File: config.mk
export PLATFORM = sky130hd
export DESIGN_NAME = uart_tx_arbiter
export DESIGN_NICKNAME = d
export VERILOG_FILES = /design/src/rtl/uart_tx_arbiter.sv
export SDC_FILE = /design/constraint.sdc
export NUM_CORES = 1
export LEC_CHECK = 0
export ABC_AREA = 1
export CAP_MARGIN = 20
export CORE_MARGIN = 5
export CORE_UTILIZATION = 30
export DETAILED_ROUTE_END_ITERATION = 6
export GPL_TIMING_DRIVEN = 0
export PLACE_DENSITY = 0.64
export SLEW_MARGIN = 40
export SYNTH_ARGS = -nofsm -noshare
export SYNTH_HDL_FRONTEND = slang
export SYNTH_SLANG_ARGS = --single-unit
File: constraint.sdc
create_clock -name clk -period 1.7 [get_ports clk]
set_clock_uncertainty 0.05 [all_clocks]
set_input_delay 0.17 -clock clk [delete_from_list [all_inputs] [get_ports clk]]
set_output_delay 0.17 -clock clk [all_outputs]
set_load 0.05 [all_outputs]
File: src/rtl/uart_tx_arbiter.sv
// uart_tx_arbiter: round-robin share of one UART byte transmitter
// between NUM_REQ word-level requesters, sending each word LSB byte first.
//
// Ports:
//   clk         - clock, rising edge
//   reset       - asynchronous, active-low reset
//   req         - level request per requester, held until its done_pulse
//   req_data    - flattened words, requester i at [i*DATA_WIDTH +: DATA_WIDTH]
//   grant       - one-hot owner of the transmitter, zero when idle
//   busy        - high whenever a word is in flight
//   done_pulse  - one-cycle pulse to the owner after its last byte
//   byte_data   - byte presented to the transmitter
//   byte_start  - level transmit request to the transmitter
//   byte_done   - sticky end flag from the transmitter
//   byte_clr_n  - active-low clear of byte_done
module uart_tx_arbiter #(
    parameter int NUM_REQ        = 2,
    parameter int DATA_WIDTH     = 32,
    parameter int BYTE_W         = 8,
    parameter int BYTES_PER_WORD = 4
) (
    input  logic                          clk,
    input  logic                          reset,
    input  logic [NUM_REQ-1:0]            req,
    input  logic [NUM_REQ*DATA_WIDTH-1:0] req_data,
    output logic [NUM_REQ-1:0]            grant,
    output logic                          busy,
    output logic [NUM_REQ-1:0]            done_pulse,
    output logic [BYTE_W-1:0]             byte_data,
    output logic                          byte_start,
    input  logic                          byte_done,
    output logic                          byte_clr_n
);

    localparam int PTR_W = $clog2(NUM_REQ);
    localparam int IDX_W = (BYTES_PER_WORD > 1) ? $clog2(BYTES_PER_WORD) : 1;

    typedef enum logic [2:0] {
        S_IDLE,
        S_LOAD,
        S_WAIT_DONE,
        S_CLEAR,
        S_FINISH
    } state_t;

    state_t                  state_q, state_d;
    logic [NUM_REQ-1:0]      grant_q, grant_d;
    logic [NUM_REQ-1:0]      done_q, done_d;
    logic [BYTE_W-1:0]       data_q, data_d;
    logic                    start_q, start_d;
    logic                    clr_n_q, clr_n_d;
    logic                    busy_q, busy_d;
    logic [IDX_W-1:0]        idx_q, idx_d;
    logic [PTR_W-1:0]        rr_q, rr_d;
    logic [PTR_W-1:0]        owner_q, owner_d;
    logic [DATA_WIDTH-1:0]   word_q, word_d;

    // Round-robin pick: first set req scanning upward from rr_q.
    // cand is one bit wider so rr_q + i never overflows before the wrap.
    logic                    sel_vld;
    logic [PTR_W-1:0]        sel_idx;
    logic [PTR_W:0]          cand;

    always_comb begin
        sel_vld = 1'b0;
        sel_idx = '0;
        cand    = '0;
        for (int i = 0; i < NUM_REQ; i++) begin
            cand = {1'b0, rr_q} + (PTR_W+1)'(i);
            if (cand >= (PTR_W+1)'(NUM_REQ)) begin
                cand = cand - (PTR_W+1)'(NUM_REQ);
            end
            if (!sel_vld && req[cand]) begin
                sel_vld = 1'b1;
                sel_idx = cand[PTR_W-1:0];
            end
        end
    end

    always_comb begin
        state_d = state_q;
        grant_d = grant_q;
        done_d  = '0;
        data_d  = data_q;
        start_d = start_q;
        clr_n_d = clr_n_q;
        idx_d   = idx_q;
        rr_d    = rr_q;
        owner_d = owner_q;
        word_d  = word_q;

        unique case (state_q)
            S_IDLE: begin
                if (sel_vld) begin
                    grant_d          = '0;
                    grant_d[sel_idx] = 1'b1;
                    owner_d          = sel_idx;
                    word_d  = req_data[sel_idx*DATA_WIDTH +: DATA_WIDTH];
                    idx_d   = '0;
                    state_d = S_LOAD;
                end
            end
            S_LOAD: begin
                data_d  = word_q[BYTE_W-1:0];
                start_d = 1'b1;
                clr_n_d = 1'b1;
                state_d = S_WAIT_DONE;
            end
            S_WAIT_DONE: begin
                if (byte_done) begin
                    start_d = 1'b0;
                    clr_n_d = 1'b0;
                    state_d = S_CLEAR;
                end
            end
            S_CLEAR: begin
                // Stay here until the sticky flag is really gone so the
                // next LOAD cannot see a stale completion.
                if (!byte_done) begin
                    clr_n_d = 1'b1;
                    if (idx_q == IDX_W'(BYTES_PER_WORD-1)) begin
                        done_d  = grant_q;
                        state_d = S_FINISH;
                    end else begin
                        word_d  = word_q >> BYTE_W;
                        idx_d   = idx_q + 1'b1;
                        state_d = S_LOAD;
                    end
                end
            end
            S_FINISH: begin
                grant_d = '0;
                if (owner_q == PTR_W'(NUM_REQ-1)) begin
                    rr_d = '0;
                end else begin
                    rr_d = owner_q + 1'b1;
                end
                state_d = S_IDLE;
            end
            default: begin
                state_d = S_IDLE;
            end
        endcase

        busy_d = (state_d != S_IDLE);
    end

    always_ff @(posedge clk or negedge reset) begin
        if (!reset) begin
            state_q <= S_IDLE;
            grant_q <= '0;
            done_q  <= '0;
            data_q  <= '0;
            start_q <= 1'b0;
            clr_n_q <= 1'b1;
            busy_q  <= 1'b0;
            idx_q   <= '0;
            rr_q    <= '0;
            owner_q <= '0;
            word_q  <= '0;
        end else begin
            state_q <= state_d;
            grant_q <= grant_d;
            done_q  <= done_d;
            data_q  <= data_d;
            start_q <= start_d;
            clr_n_q <= clr_n_d;
            busy_q  <= busy_d;
            idx_q   <= idx_d;
            rr_q    <= rr_d;
            owner_q <= owner_d;
            word_q  <= word_d;
        end
    end

    assign grant      = grant_q;
    assign busy       = busy_q;
    assign done_pulse = done_q;
    assign byte_data  = data_q;
    assign byte_start = start_q;
    assign byte_clr_n = clr_n_q;

endmodule

# After elaboration in Yosys (flattened, before gate mapping)
# Cells that the tools add are included.
[word_totals]
elab_cells = 81
register_bits = 54
[op_classes]
muxes = 35
add_sub_neg = 5
n_shift = 1
n_lt_le_gt_ge = 6
n_eq_ne = 9
reduce_logical = 14
[op_table]
columns = ["operator", "count"]
rows = [
  ["32-bit two-way mux", 3],
  ["32-bit case mux with 2 select lines", 1],
  ["64-bit by 7-bit variable part select with 32-bit output", 1],
  ["2-bit two-way mux", 9],
  ["1-bit two-way mux", 12],
  ["3-bit two-way mux", 4],
  ["3-bit case mux with 4 select lines", 1],
  ["2-bit != test, second input constant", 4],
  ["2-bit case mux with 2 select lines", 2],
  ["3-bit by 2-bit == test with 1-bit output, second input constant", 2],
  ["2-bit AND reduction", 3],
  ["2-bit nonzero test", 3],
  ["3-bit nonzero test", 2],
  ["2-bit < comparator, second input constant", 2],
  ["4-bit AND reduction", 1],
  ["3-bit by 1-bit == test with 1-bit output, second input constant", 1],
  ["3-bit == test, second input constant", 1],
  ["3-bit logical NOT", 1],
  ["1-bit case mux with 3 select lines", 1],
  ["3-bit AND reduction", 1],
  ["1-bit by 1-bit adder with 2-bit output, second input constant", 1],
  ["2-bit by 1-bit adder with 2-bit output, second input constant", 1],
  ["2-bit == test, second input constant", 1],
  ["1-bit by 2-bit greater-or-equal comparator with 1-bit output, second input constant", 1],
  ["other kinds (10)", 11],
]

# Depth between registers and ports, before layout
[logic_depth]
ltp_word = 14
ltp_mapped = 10
depth_no_buf = 8

# Worst setup path before layout
# Ideal clock, no wire load.
[synth_path]
kind = "reg-to-reg"
start = "register state_q[0]"
end = "register idx_q[0]"
slack_ns = 0.292
t_required_ns = 1.529
stages_incl_launch_ff = 8
t_arrival_ns = 1.237
cell_sequence = "dfrtp_1 nor2_1 nand3_2 nand2_2 nand2_4 buf_2 nand2_1 o21ai_1"
[synth_via]
elab_chain_cells = 3
elab_cells_between_ends = 8
[synth_lines]
columns = ["element", "line", "source"]
rows = [
  ["start: declaration", "46", "state_t state_q, state_d;"],
  ["start signal: assignment", "162", "state_q <= state_d;"],
  ["3-bit by 2-bit == test with 1-bit output / 3-bit logical NOT (equally long branches)", "92", "unique case (state_q)"],
  ["2-bit != test (no source line) / 2-bit nonzero test (equally long branches)", "n/a", ""],
  ["4-bit AND reduction (no source line)", "n/a", ""],
  ["end signal: assignment", "169", "idx_q <= idx_d;"],
  ["end: declaration", "53", "logic [IDX_W-1:0] idx_q, idx_d;"],
]
# Several ways; a longest one is shown, not always the timed one.
# A chain may end at the register's enable or synchronous reset.

# Worst setup path after layout
[layout_path]
start = "register state_q[0]"
end = "register word_q[22]"
[layout_via]
elab_chain_cells = 3
elab_cells_between_ends = 8
[layout_lines]
columns = ["element", "line", "source"]
rows = [
  ["3-bit by 2-bit == test with 1-bit output / 3-bit logical NOT (equally long branches)", "92", ""],
  ["2-bit != test (no source line) / 2-bit nonzero test (equally long branches)", "n/a", ""],
  ["4-bit AND reduction (no source line)", "n/a", ""],
  ["end signal: assignment", "172", "word_q <= word_d;"],
  ["end: declaration", "56", "logic [DATA_WIDTH-1:0] word_q, word_d;"],
]
# Several ways; a longest one is shown, not always the timed one.

==> run metrics <==
DR vias 2942; max-slew violations 0; syn_area_per_cell 7.03 um2; Max stage delay on crit path 0.46 ns; Root Buffer clkbuf_8; dpl ws -0.394 ns; maximum vdd drop 0.565 mV; Post-synth top cells nand2_1 (175), inv_1 (68), nand3_1 (62); Die Y 111 um; Synth Area in Adders 0.412%; top_reg_cell synth dfrtp_1; most frequent cell after synthesis nand2_1; fmax 629 MHz; vias in the first global route 2968; simple-gate share of the synthesized area 37.2%; Die ar. 12200 um2; dominant cell type by area after synthesis dfrtp_1; final setup vio count 0; CP top delay family simple AND/OR/NAND/NOR gates; CTS buffer count 5; largest family of logic cells by synthesized area simple AND/OR/NAND/NOR gates; CP Class flip-flop to flip-flop; DRT Pass-1 Iters 4; port bufs 82; crit end category flip-flop; DRT met1 WL 3.91 mm; status finished, final reports clean; gr usage total 13.7%; CTS tree yes; critical path's slowest cell dfrtp_1; register area share after synthesis 44.6%; Power Total 6.50 mW; Static Leak 2.35 nW; Mapped Area 3040 um2; # DRC 0; first-pass GRT wire length 13.8 mm; Core Box Area 9820 um2; io pins 84; Die W 111 um; met2 wire length 3.90 mm; clock buffer depth 2; max_cap viols 0; Pwr Density 1550 nW/um2; placement row count 36; Hold Path Class input pin to asynchronous set/reset pin; largest net degree at the start of global routing 31; Syn Nets 502; Top Layer Used met4; RSZ-0062 raised after global routing no; critical path data arrival time 1.74 ns; post-synthesis mux area share 2.97%; detailed placement HPWL 6.43 mm; Worst-Skew Late Latency 0.31 ns; Via density 4.46; top post-synthesis cells by area dfrtp_1 (44%), nand2_1 (22%), nand3_1 (10%); Layout area overhead 38.1%; Yosys warnings 0; Max transition margin 65.7%; Final Hold Vio Count 0; clock slew at reported path FFs 0.09 ns; wire per inst 12.6 um; crit path max fanout 10; Cells after Synth 432; Yosys cell types 23; Final #Nets 595; fin worst setup slack 0.111 ns; post-layout min period 1.59 ns; Hold Slack 0.262 ns; antenna cells 0; Required @ worst endpoint 1.85 ns; CTS H-Tree Depth 2; period utilization 93.5%; global placement routability congestion 0.808; worst-path cell chain nor2_2 -> nand3_2 -> nand2_2 -> nand2_4 -> buf_2 -> nand2_1 -> nand2_1; final wirelength 8.32 mm; WL met3 375 um; Initial DRC Count 195; worst slew pin tran 0.514 ns; EDFF count, synth 0; Synth Area in Compound Gates 2.68%; effective utilization at floorplan 30.9%; # clock sinks 54; initial antenna violation count 0; xor/xnor share of the synthesized area 0%; most used cell, CP nand2_1; area share of the largest cell type after synthesis 43.7%; Routed Antenna Nets 0; synthesized flop and latch total 54; Post-synth ARST share 100%; WP buf/inv 1; Worst setup SP type flip-flop; GR Overflow Total 0; share of cells above drive strength 1 9.51%
worst paths after layout:
check,start,endpoint,slack (ns),depth (start not counted)
worst min register to register,byte_clr_n,byte_clr_n,0.43,2
max in group asynchronous,reset,byte_clr_n,0.81,3
worst max-delay path,state_q[0],word_q[22],0.11,7
min in group clk,req[1],state_q[0],0.32,5
worst max register to register,state_q[0],word_q[22],0.11,7
worst min-delay path,reset,grant[1],0.26,2
sequential cells by signal (all words and copies together), names as in the netlist, 2 cells and up:
register / flops
byte_data: 8
word_q: 32
idx_q: 2
done_pulse: 2
grant: 2
state_q: 3
what timing repair did:
action                                  in CTS  in global routing
resized for setup                            9                 23
buffers inserted                             0                  2
pin swaps                                    0                  1
hold buffers                                 1                  0
endpoints found under the setup margin      29                 43
endpoints found under the hold margin       24                  0
layout by cell type, fill, tap and decap left out, drive strengths merged:
cell             n
dlygate4sd3      1
o22ai            1
o21ai           13
or2              1
nand3b           8
inv             70
dlymetal6s2s     9
nor2            10
dfstp            1
ha               1
a21oi            2
nand3           64
buf             16
clkbuf          17
nand2          179
dlygate4sd2      6
dfrtp           53
mux2             8
clkdlybuf4s50   66
layout make-up:
type / count / area [um2]
well taps: 133 / 166
repair buffers: 86 / 878
flip-flops and latches: 54 / 1350
inverters: 70 / 265
fillers: 1067 / 5630
multi-input cells: 287 / 1320
clock buffers: 8 / 90.1
plain buffers: 21 / 116
where the power goes:
group | switching (mW) | total [mW] | internal [mW]
clock | 0.405 | 0.739 | 0.333
combinational | 2.25 | 3.55 | 1.30
sequential | 0.316 | 2.21 | 1.90
total | 2.97 | 6.50 | 3.53
cells by family (layout without fill, tap and decap cells):
family	after synthesis	in the layout
buffers and inverters	91	185
muxes	8	8
and+or+nand+nor	262	262
DFF	54	54
AOI/OAI and AO/OA	16	16
adders and majority gates	1	1
per-stage QoR:
step	instance area, um2	TNS (ns)	utilization (%)	cells
detailed placement	4040	-9.91	41.1	648
global route	4190	0	42.7	659
CTS	4140	0	42.1	657
global placement	4020	-73.62	41.0	647
finish	4190	0	42.7	659
floorplan	3040	0	-	432
metal layers:
layer  GRT usage (%)  up-vias
met5               0        -
li1                -     1499
met4            3.78        0
met2            22.9       76
met1            17.7     1357
met3            3.34       10
(Power assumes the default switching activity.)
